## src/rtl/scan_sequencer_pkg.sv

```systemverilog
// Shared types and constants for the 4:16 decoder scan sequencer.
// Holds the FSM state enum, index width/limits and an index step helper.
package scan_sequencer_pkg;

    localparam int IDX_W = 4;

    localparam logic [IDX_W-1:0] IDX_FIRST_UP = 4'd0;
    localparam logic [IDX_W-1:0] IDX_LAST_UP  = 4'd15;

    typedef enum logic [1:0] {
        IDLE = 2'd0,
        SCAN = 2'd1,
        DONE = 2'd2
    } state_t;

    // Next index along the scan direction (down=1 counts towards 0).
    function automatic logic [IDX_W-1:0] idx_step(
        input logic [IDX_W-1:0] idx,
        input logic             down
    );
        return down ? (idx - 4'd1) : (idx + 4'd1);
    endfunction

endpackage

```

## src/rtl/scan_sequencer_dwell_counter.sv

```systemverilog
// Dwell counter: counts 0..limit, flags terminal count, self-clears on tc.
// Ports: clk, rst (sync high), clr, en, limit[DWELL_W] in; tc out.
module dwell_counter #(
    parameter int DWELL_W = 8
) (
    input  logic               clk,
    input  logic               rst,
    input  logic               clr,
    input  logic               en,
    input  logic [DWELL_W-1:0] limit,
    output logic               tc
);

    localparam logic [DWELL_W-1:0] ONE = 1;

    logic [DWELL_W-1:0] cnt_q;
    logic [DWELL_W-1:0] cnt_d;

    assign tc = (cnt_q == limit);

    always_comb begin
        cnt_d = cnt_q;
        if (clr) begin
            cnt_d = '0;
        end else if (en) begin
            cnt_d = tc ? '0 : (cnt_q + ONE);
        end
    end

    always_ff @(posedge clk) begin
        if (rst) begin
            cnt_q <= '0;
        end else begin
            cnt_q <= cnt_d;
        end
    end

endmodule

```

## src/rtl/scan_sequencer.sv

```systemverilog
// Sweeps a 4-bit index over a 4:16 decoder, holding each index dwell+1 cycles.
// Ports: clk, rst (sync high), start, stop, continuous, dwell[DWELL_W] in;
//   idx_out[4], en_out, busy, done, wrap out.
// Optional macro SCAN_DOWN_EN adds input dir (1 = scan 15 down to 0).
module scan_sequencer
    import scan_sequencer_pkg::*;
#(
    parameter int DWELL_W = 8
) (
    input  logic               clk,
    input  logic               rst,
    input  logic               start,
    input  logic               stop,
`ifdef SCAN_DOWN_EN
    input  logic               dir,
`endif
    input  logic               continuous,
    input  logic [DWELL_W-1:0] dwell,
    output logic [IDX_W-1:0]   idx_out,
    output logic               en_out,
    output logic               busy,
    output logic               done,
    output logic               wrap
);

    state_t             state_q, state_d;
    logic [IDX_W-1:0]   idx_q, idx_d;
    logic               en_q, en_d;
    logic               done_q, done_d;
    logic               wrap_q, wrap_d;
    logic [DWELL_W-1:0] dwell_q, dwell_d;
    logic               cont_q, cont_d;

    logic               cnt_clr;
    logic               cnt_en;
    logic               cnt_tc;

    logic               down;
    logic [IDX_W-1:0]   first_start;
    logic [IDX_W-1:0]   idx_first;
    logic [IDX_W-1:0]   idx_last;

`ifdef SCAN_DOWN_EN
    logic dir_q, dir_d;

    // The first index at start comes from the live dir input, since the
    // latched copy only becomes valid on the same edge.
    assign first_start = dir ? IDX_LAST_UP : IDX_FIRST_UP;
    assign down        = dir_q;
`else
    assign first_start = IDX_FIRST_UP;
    assign down        = 1'b0;
`endif

    assign idx_first = down ? IDX_LAST_UP  : IDX_FIRST_UP;
    assign idx_last  = down ? IDX_FIRST_UP : IDX_LAST_UP;

    dwell_counter #(
        .DWELL_W (DWELL_W)
    ) u_dwell (
        .clk   (clk),
        .rst   (rst),
        .clr   (cnt_clr),
        .en    (cnt_en),
        .limit (dwell_q),
        .tc    (cnt_tc)
    );

    always_comb begin
        state_d = state_q;
        idx_d   = idx_q;
        en_d    = en_q;
        done_d  = 1'b0;
        wrap_d  = 1'b0;
        dwell_d = dwell_q;
        cont_d  = cont_q;
`ifdef SCAN_DOWN_EN
        dir_d   = dir_q;
`endif
        cnt_clr = 1'b0;
        cnt_en  = 1'b0;

        unique case (state_q)
            IDLE: begin
                en_d    = 1'b0;
                cnt_clr = 1'b1;
                if (start && !stop) begin
                    state_d = SCAN;
                    idx_d   = first_start;
                    en_d    = 1'b1;
                    dwell_d = dwell;
                    cont_d  = continuous;
`ifdef SCAN_DOWN_EN
                    dir_d   = dir;
`endif
                end
            end
            SCAN: begin
                if (stop) begin
                    // Abort wins over any advance due this cycle.
                    state_d = IDLE;
                    en_d    = 1'b0;
                    cnt_clr = 1'b1;
                end else begin
                    cnt_en = 1'b1;
                    if (cnt_tc) begin
                        if (idx_q == idx_last) begin
                            if (cont_q) begin
                                idx_d  = idx_first;
                                wrap_d = 1'b1;
                            end else begin
                                state_d = DONE;
                                en_d    = 1'b0;
                                done_d  = 1'b1;
                            end
                        end else begin
                            idx_d = idx_step(idx_q, down);
                        end
                    end
                end
            end
            DONE: begin
                state_d = IDLE;
                en_d    = 1'b0;
                cnt_clr = 1'b1;
            end
            default: begin
                state_d = IDLE;
                en_d    = 1'b0;
                cnt_clr = 1'b1;
            end
        endcase
    end

    always_ff @(posedge clk) begin
        if (rst) begin
            state_q <= IDLE;
            idx_q   <= '0;
            en_q    <= 1'b0;
            done_q  <= 1'b0;
            wrap_q  <= 1'b0;
            dwell_q <= '0;
            cont_q  <= 1'b0;
`ifdef SCAN_DOWN_EN
            dir_q   <= 1'b0;
`endif
        end else begin
            state_q <= state_d;
            idx_q   <= idx_d;
            en_q    <= en_d;
            done_q  <= done_d;
            wrap_q  <= wrap_d;
            dwell_q <= dwell_d;
            cont_q  <= cont_d;
`ifdef SCAN_DOWN_EN
            dir_q   <= dir_d;
`endif
        end
    end

    assign idx_out = idx_q;
    assign en_out  = en_q;
    assign busy    = (state_q != IDLE);
    assign done    = done_q;
    assign wrap    = wrap_q;

endmodule

```

## config.mk

```make
export PLATFORM = sky130hd
export DESIGN_NAME = scan_sequencer
export DESIGN_NICKNAME = d
export VERILOG_FILES = /design/src/rtl/scan_sequencer_pkg.sv /design/src/rtl/scan_sequencer_dwell_counter.sv /design/src/rtl/scan_sequencer.sv
export SDC_FILE = /design/constraint.sdc
export NUM_CORES = 1
export LEC_CHECK = 0
export CAP_MARGIN = 20
export CORE_AREA = 2 2 57 59
export DETAILED_ROUTE_END_ITERATION = 8
export DIE_AREA = 0 0 59 61
export GPL_ROUTABILITY_DRIVEN = 0
export GPL_TIMING_DRIVEN = 0
export PLACE_DENSITY = 0.63
export SLEW_MARGIN = 20
export SYNTH_ARGS = -nofsm -noshare
export SYNTH_HDL_FRONTEND = slang
export SYNTH_SLANG_ARGS = --single-unit
```

## constraint.sdc

```tcl
create_clock -name clk -period 4.8 [get_ports clk]
set_input_delay 0.72 -clock clk [delete_from_list [all_inputs] [get_ports clk]]
set_output_delay 0.72 -clock clk [all_outputs]
set_load 0.1 [all_outputs]
```

==> flow_metrics.py, run 1 <==
metrics = {
    "run_status": {
        "status": "complete, no violations",
    },
    "cells_and_area": {
        "nets": 170,
        "utilization_pct": 47.67,
        "syn2layout_area_growth_pct": 24.58,
        "layout-drive-gt1-share_pct": 8.442,
        "n_antenna_cell": 0,
    },
    "clock_network": {
        "path_clk_slew_ns": 0.14,
        "cts_hold_buffers": 0,
        "cts_max_level": 1,
        "clock_latency_ns": 0.32,
        "cts_tree": "built",
        "cts_root_buffer": "clkbuf_4",
        "cts-buffers-inserted": 3,
        "cts_resized": 0,
        "numClockSinks": 26,
        "postCtsSetupBuffers": 0,
        "clockBufferDepth": 2,
    },
    "sta": {
        "min_period_over_period_pct": 56.93,
        "setup_violations": 0,
        "slew_viol_final": 0,
        "period_needed_ns": 2.732,
        "tightest_slew_ns": 0.9630,
        "holdWs_ns": 0.4769,
        "slew_headroom_pct": 35.60,
        "rsz0062_at_grt": "no",
        "finClkSkew_ns": 0.005022,
        "max_freq_ghz": 0.3660,
        "tns_ns": 0,
        "final_hold_viol_count": 0,
    },
    "detailed_routing": {
        "drtIter0Drc": 11,
        "viasPerCell": 5.096,
        "wirelength_mm": 2.287,
        "drt-pass1-iter-count": 4,
        "drc": 0,
        "wl_per_cell_um": 12.23,
        "ant_nets": 0,
        "vias": 953,
    },
    "synth": {
        "synthDistinctLibCells": 28,
        "syn_area_um2": 1130,
        "synth_seq_cells": 26,
        "synthCells": 130,
        "ys_seq_area_share_pct": 46.07,
        "yosysWarnings": 0,
        "syn_avg_cell_area_um2": 8.691,
        "syn-num-nets": 145,
    },
    "power_and_ir_drop": {
        "switching_share_pct": 25.01,
        "p_per_area_nw_per_um2": 272.2,
        "seq_power_share_pct": 58.6,
        "intPower_uw": 287.4,
        "power.switching_uw": 95.85,
        "p_leak_uw": 0.0005617,
        "combPwrFrac_pct": 12.5,
        "vdd_ir_drop_max_mv": 0.1521,
        "pwr-share-clk_pct": 28.9,
    },
    "global_routing": {
        "grt_usage_pct": 14.23,
        "grt_start_max_net_pins": 15,
        "grt_overflow": 0,
        "antenna_found_initial": 0,
        "grt_pass1_vias": 881,
        "grt_pass1_wl_mm": 3.919,
    },
    "critical_path": {
        "startpoint_type": "register",
        "cp_top_family": "buffers and inverters",
        "cp_max_fo": 4,
        "cp_num_buf_inv": 1,
        "path_cells": "or2_2 > clkdlybuf4s50_1",
        "slowest_delay_ns": 1.13,
        "cp.required_ns": 4.08,
        "cp_slowest_cell": "clkdlybuf4s50_1",
        "worstSetupEndpointType": "output port",
        "critPathArrivalTime_ns": 2.01,
        "worstSetupPathType": "register to output port",
    },
    "floorplan": {
        "die_area_um2": 3599,
        "die_x_um": 59,
        "dieHeight_um": 61,
        "design.core.area_um2": 2953,
        "start_util_pct": 38.26,
        "io_pins": 21,
        "rows": 20,
    },
    "job": {
        "max-cap-violations": 0,
    },
    "place": {
        "place.detailed.hpwl_mm": 1.777,
        "io_buffers": 20,
    },
    "hold_path": {
        "min_path_type": "register to register",
    },
}
## power by group through the flow
stage                     Combinational, uW  Clock (uW)  Sequential (uW)
after CTS                              48.2         115              224
after global placement                 46.8           0              229
after floorplan                        26.0           0              232
final                                  47.9         111              224
after global routing                   52.2         123              225
after detailed placement               48.1           0              229
## stage by stage
step / instance area, um2 / total power [uW] / cells / setup WS (ns)
6_report: 1408 / 383.2 / 187 / 2.068
5_1_grt: 1408 / 400.9 / 187 / 1.993
4_1_cts: 1408 / 387.3 / 187 / 2.064
3_5_place_dp: 1371 / 277.2 / 183 / 2.159
3_3_place_gp: 1371 / 275.8 / 183 / 2.201
2_1_floorplan: 1130 / 258.2 / 130 / 2.430
## worst paths after layout
path                                start  depth (start not counted)  slack [ns]                       to
hold reg to reg   dwell_q[3]$_SDFFE_PP0P_                          2        0.48  dwell_q[3]$_SDFFE_PP0P_
setup / recovery  state_q[0]$_SDFFE_PP0P_                          2        2.07                     busy
setup reg to reg  idx_out[0]$_SDFFE_PP0P_                          6        2.73  idx_out[3]$_SDFFE_PP0P_
hold / removal    dwell_q[3]$_SDFFE_PP0P_                          2        0.48  dwell_q[3]$_SDFFE_PP0P_
## Yosys cell counts
cell type	count	area share, %
a21o_1	1	0.66
a21oi_1	13	5.8
a311oi_1	1	0.78
and3_1	4	2.2
clkbuf_1	2	0.66
dfxtp_1	26	46
ha_1	2	2.2
inv_1	3	1.0
mux2_2	1	1.0
nand2_1	22	7.3
nand2b_1	1	0.55
nand3_1	9	4.0
nand3_2	1	0.89
nand3b_1	2	1.3
nand4_1	1	0.55
nor2_1	13	4.3
nor2b_1	1	0.55
nor3b_2	1	1.1
nor4_2	2	2.2
o21ai_0	2	0.89
o22ai_1	1	0.55
o31ai_1	1	0.66
o41ai_1	1	0.78
or2_2	3	1.7
or3b_2	1	0.78
or4_1	1	0.66
xnor2_1	1	0.78
xor2_1	13	10
## layer usage
metal | global-route usage (%) | routed length (um) | vias to the layer above
li1 | - | - | 494
met4 | 4.870 | 40 | 0
met5 | 0 | 0 | -
met1 | 18.69 | 1161 | 439
met2 | 24.13 | 1026 | 16
met3 | 1.919 | 60 | 4
## cell families after synthesis
| logic type | count (synthesis) | synth area share (%) |
|---|---|---|
| mux | 1 | 0.9966 |
| flops | 26 | 46.07 |
| simple gates | 62 | 28.13 |
| fa+ha+maj | 2 | 2.214 |
| compound gates | 20 | 10.08 |
| buf+inv | 5 | 1.661 |
| xor+xnor | 14 | 10.85 |
## tightest hold or removal path, delay by kind of cell (launching register included)
kind             cells  cell delay (ns)
AO/OA/AOI/OAI        1             0.05
AND/OR/NAND/NOR      1             0.05
flip-flops           1             0.34
## cells in the final DEF (no fill, tap or decap), types with 2 or more instances in the layout
cell type        count
a21oi_1             13
and3_1               4
clkbuf_1             2
clkbuf_4             3
clkdlybuf4s50_1     20
dfxtp_1             26
ha_1                 2
inv_1                3
nand2_1             22
nand3_1              9
nand3b_1             2
nor2_1              13
nor4_2               2
o21ai_0              2
or2_2                3
xor2_1              13
## flip-flops by register name (all words and copies together), names as in the netlist
register,cells
dwell_q,8
u_dwell.cnt_q,8
idx_out,4
state_q,2
cont_q,1
done,1
en_out,1
wrap,1
## area by class of cell
class                      instances  area [um2]
sequential                        26       520.5
fill                             301        1545
inverter                           3       11.26
buffer                             2       7.507
tap                               33       41.29
clock buffer                       4       36.28
timing repair buffer              20       200.2
multi-input combinational         99       590.6
(Power assumes the default switching activity.)
==> run 2: changes to the inputs <==
PLACE_DENSITY = 0.66   (was 0.63)
clock period = 2.3 ns   (was 4.8 ns; I/O delays follow)
==> run 2 against run 1 <==
Sequential power rose by 110%. Flip-flop and latch count did not move. Via count fell by 3.6%. Setup slack got worse by 2.0 ns. Hold slack got worse by 0.0034 ns. Highest routed layer unchanged. Non-clock buffer count did not move. Largest power group unchanged. Combinational power rose by 100%.
==> flow_metrics.py, run 2 (synthesized netlist as in run 1, its figures left out) <==
metrics = {
    "cells_and_area": {
        "ff_latch_area_um2": 523.0,
        "fillers": 298,
        "layout-drive-gt1-share_pct": 9.740,
        "nets": 170,
        "utilization_pct": 47.67,
        "multi_input_area_um2": 590.6,
        "n_antenna_cell": 0,
        "syn2layout_area_growth_pct": 24.58,
        "most-common-layout-cells": "24 x dfxtp_1, 22 x nand2_1, 18 x clkdlybuf4s50_1",
        "mostFrequentLayoutCell": "dfxtp_1",
    },
    "critical_path": {
        "critPathArrivalTime_ns": 1.88,
        "slowest_delay_ns": 1.16,
        "path_cells": "clkdlybuf4s50_1",
        "cp_max_fo": 5,
        "cp_num_buf_inv": 1,
        "cp_top_family": "buffers and inverters",
        "worstSetupEndpointType": "output port",
        "cp.required_ns": 1.96,
        "worstSetupPathType": "register to output port",
        "cp_slowest_cell": "clkdlybuf4s50_1",
        "startpoint_type": "register",
    },
    "clock_network": {
        "cts-buffers-inserted": 3,
        "cts_max_level": 1,
        "clockBufferDepth": 2,
        "path_clk_slew_ns": 0.14,
        "cts_tree": "built",
        "numClockSinks": 26,
        "clock_latency_ns": 0.32,
        "cts_hold_buffers": 0,
        "cts_root_buffer": "clkbuf_4",
    },
    "sta": {
        "finClkSkew_ns": 0.0009608,
        "slew_headroom_pct": 35.04,
        "tns_ns": 0,
        "tightest_slew_ns": 0.9713,
        "max_freq_ghz": 0.4487,
        "min_period_over_period_pct": 96.90,
        "final_hold_viol_count": 0,
        "rsz0062_at_grt": "no",
        "period_needed_ns": 2.229,
        "slew_viol_final": 0,
        "setup_violations": 0,
    },
    "floorplan": {
        "design.core.area_um2": 2953,
        "start_util_pct": 38.26,
        "dieHeight_um": 61,
        "die_x_um": 59,
        "io_pins": 21,
        "rows": 20,
        "die_area_um2": 3599,
    },
    "global_routing": {
        "grt_pass1_wl_mm": 3.636,
        "grt_pass1_vias": 785,
        "antenna_found_initial": 0,
        "grt_start_max_net_pins": 15,
        "grt_overflow": 0,
        "grt_usage_pct": 13.14,
    },
    "hold_path": {
        "min_path_type": "register to register",
    },
    "detailed_routing": {
        "drt-pass1-iter-count": 4,
        "ant_nets": 0,
        "drc": 0,
        "vias": 919,
        "viasPerCell": 4.914,
        "wl_per_cell_um": 11.25,
        "drtIter0Drc": 21,
        "wirelength_mm": 2.103,
    },
    "place": {
        "place.detailed.hpwl_mm": 1.629,
        "io_buffers": 20,
    },
    "power_and_ir_drop": {
        "p_per_area_nw_per_um2": 565.2,
        "p_leak_uw": 0.0005715,
        "vdd_ir_drop_max_mv": 0.2739,
    },
    "run_status": {
        "status": "complete, no violations",
    },
    "job": {
        "max-cap-violations": 0,
    },
}
## run 2: cell count changes in the layout (fill, tap and decap cells not counted), sizes merged
cell / before / now
clkdlybuf4s50: 20 / 18
dlygate4sd2: 0 / 2
## run 2: layout make-up
type	count	area share (%)
Buffer	2	0.5333
Clock buffer	4	2.578
Inverter	3	0.8000
Multi-Input combinational cell	99	41.96
Sequential cell	26	37.16
Tap cell	33	2.933
Timing Repair Buffer	20	14.04
## run 2: power by group
part           leakage (uW)  switching [uW]  internal, uW
Combinational      0.000339            56.1          41.6
Clock             0.0000210             133          96.8
Sequential         0.000212            7.97           460
Total              0.000572             197           599
## run 2: timing repair
item | CTS | global route
setup buffers | 0 | 0
endpoints found under the setup margin | 2 | 0
gates resized for setup | 2 | 0
## run 2: per-stage QoR
step / power (uW) / hold WS [ns] / cells / worst slack, ns / cell area, um2
after detailed placement: 577.3 / 0.4564 / 183 / 0.03813 / 1374
after global placement: 575.5 / 0.4509 / 183 / 0.06572 / 1374
final: 795.6 / 0.4735 / 187 / 0.07138 / 1408
after floorplan: 538.9 / 0.4141 / 130 / 0.2106 / 1132
after global routing: 833.0 / 0.5049 / 187 / 0.0008595 / 1408
after CTS: 805.6 / 0.4802 / 187 / 0.05525 / 1408
## run 2: worst paths after layout
kind | depth (start not counted) | start | slack, ns | to
setup reg to reg | 6 | idx_out[0]$_SDFFE_PP0P_ | 0.29 | idx_out[3]$_SDFFE_PP0P_
hold reg to reg | 2 | en_out$_SDFFE_PP0P_ | 0.47 | en_out$_SDFFE_PP0P_
setup / recovery | 1 | idx_out[3]$_SDFFE_PP0P_ | 0.07 | idx_out[3]
hold / removal | 2 | en_out$_SDFFE_PP0P_ | 0.47 | en_out$_SDFFE_PP0P_
## run 2: per-layer routing
layer  wire length, um  up-vias  GRT usage (%)
li1                  -      489              -
met1              1080      414          18.82
met2               937       12          19.68
met3                41        4          1.279
met4                43        0          6.818
met5                 0        -              0
